===== src/rtl/rr_arbiter_four_pkg.sv =====
// Shared constants for the four-way round-robin arbiter: FSM encodings and one-hot/index mapping.
// Combinational helpers only; no state.
package rr_arbiter_four_pkg;

  localparam int NUM_REQ = 4;

  localparam logic [0:0] ST_IDLE  = 1'b0;
  localparam logic [0:0] ST_GRANT = 1'b1;

  localparam logic [3:0] OH_0 = 4'b0001;
  localparam logic [3:0] OH_1 = 4'b0010;
  localparam logic [3:0] OH_2 = 4'b0100;
  localparam logic [3:0] OH_3 = 4'b1000;

  localparam logic [1:0] IDX_0 = 2'd0;
  localparam logic [1:0] IDX_1 = 2'd1;
  localparam logic [1:0] IDX_2 = 2'd2;
  localparam logic [1:0] IDX_3 = 2'd3;

  function automatic logic [3:0] idx_to_oh(input logic [1:0] idx);
    logic [3:0] oh;
    oh = OH_0;
    case (idx)
      IDX_1:   oh = OH_1;
      IDX_2:   oh = OH_2;
      IDX_3:   oh = OH_3;
      default: oh = OH_0;
    endcase
    return oh;
  endfunction

endpackage


===== src/rtl/rr_arbiter_four_pick4.sv =====
// Combinational rotating-priority picker: first set request at or after ptr, modulo 4.
// Zero latency; emits all-zero winner when no request is set.
module rr_pick4
  import rr_arbiter_four_pkg::*;
(
  input  logic [3:0] i_req,
  input  logic [1:0] i_ptr,
  output logic [3:0] o_win_oh,
  output logic [1:0] o_win_idx,
  output logic       o_any
);

  logic [7:0] w_dbl;
  logic [7:0] w_shift;
  logic [3:0] w_rot;
  logic [1:0] w_rot_idx;
  logic [1:0] w_win_idx;

  // Bit k of w_rot is requester (ptr + k) mod 4, so bit 0 is the highest priority.
  assign w_dbl   = {i_req, i_req};
  assign w_shift = w_dbl >> i_ptr;
  assign w_rot   = w_shift[3:0];

  always_comb begin
    w_rot_idx = IDX_0;
    if (w_rot[0])      w_rot_idx = IDX_0;
    else if (w_rot[1]) w_rot_idx = IDX_1;
    else if (w_rot[2]) w_rot_idx = IDX_2;
    else if (w_rot[3]) w_rot_idx = IDX_3;
  end

  assign w_win_idx = w_rot_idx + i_ptr;
  assign o_any     = |i_req;
  assign o_win_oh  = o_any ? idx_to_oh(w_win_idx) : 4'b0000;
  assign o_win_idx = o_any ? w_win_idx : IDX_0;

endmodule


===== src/rtl/rr_arbiter_four.sv =====
// Four-way round-robin arbiter with release-on-done/drop/hold-timeout and one idle cycle between grants.
// Grant appears one cycle after request is sampled; owner holds until release, losers simply wait.
module rr_arbiter_four
  import rr_arbiter_four_pkg::*;
#(
  parameter int MAX_HOLD = 8,
  parameter int CNT_W    = 4
) (
  input  logic       clk,
  input  logic       rst,
  input  logic [3:0] req,
  input  logic       done,
  output logic [3:0] gnt,
  output logic [1:0] gnt_idx,
  output logic       gnt_valid,
  output logic       timeout,
  output logic       none
);

  logic [0:0]       r_state;
  logic [1:0]       r_ptr;
  logic [CNT_W-1:0] r_cnt;
  logic [3:0]       r_gnt;
  logic [1:0]       r_idx;
  logic             r_vld;
  logic             r_timeout;

  logic [3:0] w_win_oh;
  logic [1:0] w_win_idx;
  logic       w_any;
  logic       w_owner_req;
  logic       w_hold_exp;
  logic       w_release;

  rr_pick4 u_pick (
    .i_req     (req),
    .i_ptr     (r_ptr),
    .o_win_oh  (w_win_oh),
    .o_win_idx (w_win_idx),
    .o_any     (w_any)
  );

  assign w_owner_req = req[r_idx];
  assign w_hold_exp  = (MAX_HOLD != 0) && (r_cnt == CNT_W'(MAX_HOLD - 1));
  assign w_release   = done | ~w_owner_req | w_hold_exp;

  always_ff @(posedge clk or posedge rst) begin
    if (rst) begin
      r_state   <= ST_IDLE;
      r_ptr     <= IDX_0;
      r_cnt     <= '0;
      r_gnt     <= 4'b0000;
      r_idx     <= IDX_0;
      r_vld     <= 1'b0;
      r_timeout <= 1'b0;
    end else if (r_state == ST_IDLE) begin
      r_timeout <= 1'b0;
      if (w_any) begin
        r_state <= ST_GRANT;
        r_gnt   <= w_win_oh;
        r_idx   <= w_win_idx;
        r_vld   <= 1'b1;
        r_cnt   <= '0;
      end
    end else if (w_release) begin
      r_state   <= ST_IDLE;
      r_gnt     <= 4'b0000;
      r_idx     <= IDX_0;
      r_vld     <= 1'b0;
      r_ptr     <= r_idx + 2'd1;
      // Timer-only revocation is flagged; an explicit done or a drop wins.
      r_timeout <= w_hold_exp & ~done & w_owner_req;
    end else begin
      r_timeout <= 1'b0;
      if (r_cnt != {CNT_W{1'b1}}) r_cnt <= r_cnt + CNT_W'(1);
    end
  end

  assign gnt       = r_gnt;
  assign gnt_idx   = r_idx;
  assign gnt_valid = r_vld;
  assign timeout   = r_timeout;
  assign none      = (req == 4'b0000);

endmodule


===== config.mk =====
export PLATFORM = sky130hd
export DESIGN_NAME = rr_arbiter_four
export DESIGN_NICKNAME = d
export VERILOG_FILES = /design/src/rtl/rr_arbiter_four_pkg.sv /design/src/rtl/rr_arbiter_four_pick4.sv /design/src/rtl/rr_arbiter_four.sv
export SDC_FILE = /design/constraint.sdc
export NUM_CORES = 1
export LEC_CHECK = 0
export CORE_MARGIN = 8
export CORE_UTILIZATION = 43
export DETAILED_ROUTE_END_ITERATION = 16
export PLACE_DENSITY = 0.79
export SLEW_MARGIN = 10
export SYNTH_ARGS = -nofsm -noshare
export SYNTH_HDL_FRONTEND = slang
export SYNTH_SLANG_ARGS = --single-unit

===== constraint.sdc =====
create_clock -name clk -period 2.1 [get_ports clk]
set_input_delay 0.315 -clock clk [delete_from_list [all_inputs] [get_ports clk]]
set_output_delay 0.315 -clock clk [all_outputs]
set_load 0.02 [all_outputs]

==> results by group, run 1 <==
Drt
  • Drc violations: 0
  • Drt first-iter violations: 17
  • Vias after detailed routing: 779
  • Post-detailed-routing wire length: 1.95 mm
  • TritonRoute pass-1 iters: 4
  • Drt wl/cell: 13.3 um
  • Vias per std cell: 5.34
  • Routed Antenna Nets: 0

Finish
  • Leading cell type in the layout, fill and taps excluded: buf_4
  • Number of diodes: 0
  • Final Cell Area: 1190 um^2
  • Share of post-route cells with drive strength above 1: 25.2%
  • Nets: 129
  • Most frequent cells in the layout: 15 x buf_4, 14 x dfrtp_1, 11 x clkdlybuf4s50_1
  • Synth-to-layout area growth: 35.5%

Placement
  • DP Area: 1140 um^2
  • Port Buffer Count: 15
  • HPWL after DPL: 1.55 mm
  • Setup slack at placement: -280 ps
  • Gp weighted congestion: 0.828

Global route
  • Tot GR Track Use: 11.4%
  • Final global-route overflow total: 0
  • Initial antenna violation count: 0
  • Vias in the first global route: 747
  • Largest net degree at the start of global routing: 16
  • First-pass GRT wire length: 3.19 mm

Worst setup path
  • R2R Path Start: r_ptr[0]
  • FF-to-FF setup slack: 110 ps
  • CP Data Arrival Time: 2180 ps
  • CP Cell Sequence: clkdlybuf4s50_1 > or4_1 > nand3_1 > ha_2 > xor2_2 > xnor2_2 > a32o_2
  • CP peak stage delay: 500 ps
  • CP Capture Type: flop
  • Worst path required time: 2280 ps
  • Crit Path Max Fanout: 5
  • Reg2Reg Depth: 6
  • Worst R2R End: gnt[3]
  • Crit-path slowest cell: or4_1
  • Critical path launch point type: primary input
  • Kind of critical path: primary input to flop

Logic synthesis
  • Most used DFF post-synth: dfrtp_1
  • Mean Syn Cell Area: 9.65 um^2
  • Async S/R FF share, synth: 100%
  • Number of synthesized flops with an enable pin: 0
  • Synth Cell Area: 878 um^2
  • Synth Register Bits: 15
  • Post-Synthesis Cells: 91
  • Synth unique cells: 37
  • Warnings, synthesis: 0
  • Seq/Total Area, Yosys: 42.7%
  • Syn Nets: 100

Die
  • IO Pins: 16
  • Die height: 61.2 um
  • Die Span X: 61.2 um
  • # rows: 16
  • Die ar.: 3740 um^2
  • Core Region: 1940 um^2
  • Initial core utilization: 45.2%

Clock network
  • Root buffer cell: clkbuf_4
  • Post-CTS Hold Buffers: 0
  • Clock transition at the registers of the reported paths: 90 ps
  • TritonCTS clock tree: built
  • # H-tree levels: 1
  • Clock buffer depth: 2
  • Worst skew pair latency: 280 ps
  • CTS sink cnt: 15
  • Clock buffer count from CTS: 3

Flow run
  • # Max-Cap Violations: 0

Power
  • Flop pwr share: 32.8%
  • Leakage: 0.000547 uW
  • Pint: 931 uW
  • Pwr dens: 1320 nW/um^2
  • Clock Power Share: 10.3%
  • Switching part of the total: 40.6%
  • Total Power: 1570 uW
  • Comb power frac: 57.0%
  • NetSw: 637 uW
  • Worst vdd ir: 0.788 mV

STA
  • Finish-stage setup viols: 0
  • RSZ-0062 raised after global routing: false
  • Worst Clk Skew: 6.70 ps
  • Final WS setup: 97.7 ps
  • Final hold violation count: 0
  • Rel. slew slack: 63.2%
  • Crit path time final: 2000 ps
  • Worst slew pin tran: 551 ps
  • Setup TNS: 0 ps
  • Fin. max-slew vios: 0
  • Hold Worst Slack: 368 ps
  • FMAX: 499 MHz
  • Final period utilization: 95.3%

Min path
  • Worst min path class: primary input to async pin

Status
  • Status: completed
area by class of cell:
cell class                      count  area, um^2
Sequential cell                    15         377
Clock buffer                        3        22.5
Inverter                            3        11.3
Clock inverter                      1        5.00
Tap cell                           27        33.8
Fill cell                         180         752
Multi-Input combinational cell     67         472
Timing Repair Buffer               30         269
power by group through the flow:
stage / Clock, uW / Combinational (uW) / Sequential, uW
2_1_floorplan: 0 / 527 / 508
3_3_place_gp: 0 / 855 / 509
3_5_place_dp: 0 / 874 / 515
4_1_cts: 171 / 880 / 511
5_1_grt: 183 / 978 / 531
6_report: 161 / 893 / 514
layer usage:
layer | routed length (um) | track usage (%)
met1 | 825 | 12.1
met2 | 961 | 18.8
met3 | 111 | 3.34
met4 | 51 | 8.64
met5 | 0 | 0
cell families (layout without fill, tap and decap cells):
kind of cell             Yosys count  after routing  synth area share (%)
buffers and inverters              9             37                  4.70
multiplexers                       3              3                  3.42
adder cells (fa/ha/maj)            2              2                  2.85
AND/OR/NAND/NOR                   36             36                  21.9
AO/OA/AOI/OAI                     23             23                  20.5
flip-flops                        15             15                  42.7
XOR/XNOR                           3              3                  3.85
repair_timing:
action,in CTS,in global routing
gates resized for setup,1,7
buffers inserted,0,0
setup endpoints to repair,1,4
pin swaps,0,1
synth_stat cells, types with 2 or more instances:
cell / count / area [um^2]
dfrtp_1: 15 / 375
nand2_1: 9 / 33.8
buf_2: 6 / 30.0
nand3_1: 6 / 30.0
nor2_1: 6 / 22.5
o21ai_0: 6 / 30.0
a22o_1: 3 / 26.3
inv_1: 3 / 11.3
mux2i_1: 3 / 30.0
nand2b_1: 3 / 18.8
ha_1: 2 / 25.0
o211ai_1: 2 / 15.0
o22ai_1: 2 / 12.5
o2bb2ai_1: 2 / 17.5
per-stage QoR:
| step | cells | util [%] |
|---|---|---|
| after floorplan | 91 | - |
| after global placement | 142 | 59.0 |
| after detailed placement | 142 | 59.0 |
| after CTS | 146 | 60.3 |
| after global routing | 146 | 61.3 |
| final | 146 | 61.3 |
worst max path at each step:
stage	from	end	slack, ps
finish	req[0]	gnt[3]	100
global route	r_ptr[0]	gnt[0]	9
CTS	req[1]	gnt[3]	20
detailed placement	req[1]	gnt[3]	-280
global placement	req[3]	gnt[3]	-220
floorplan	r_ptr[0]	gnt[3]	150
flip-flops by register name (all words and copies together) (netlist names):
name,cells
gnt,4
r_cnt,4
gnt_idx,2
r_ptr,2
gnt_valid,1
r_state,1
timeout,1
worst max-delay path, delay by kind of cell:
kind	cells	cell delay (ps)
compound gates	1	280
xor+xnor	2	330
fa+ha+maj	1	200
buf+inv	1	460
simple gates	2	610
Note: power is estimated with default switching activity, not from simulation.
==> inputs of run 2 (changes only) <==
- CAP_MARGIN: not set -> 20
==> results of run 2 <==
No change in the layout: final DEF, timing and power equal those of run 1.
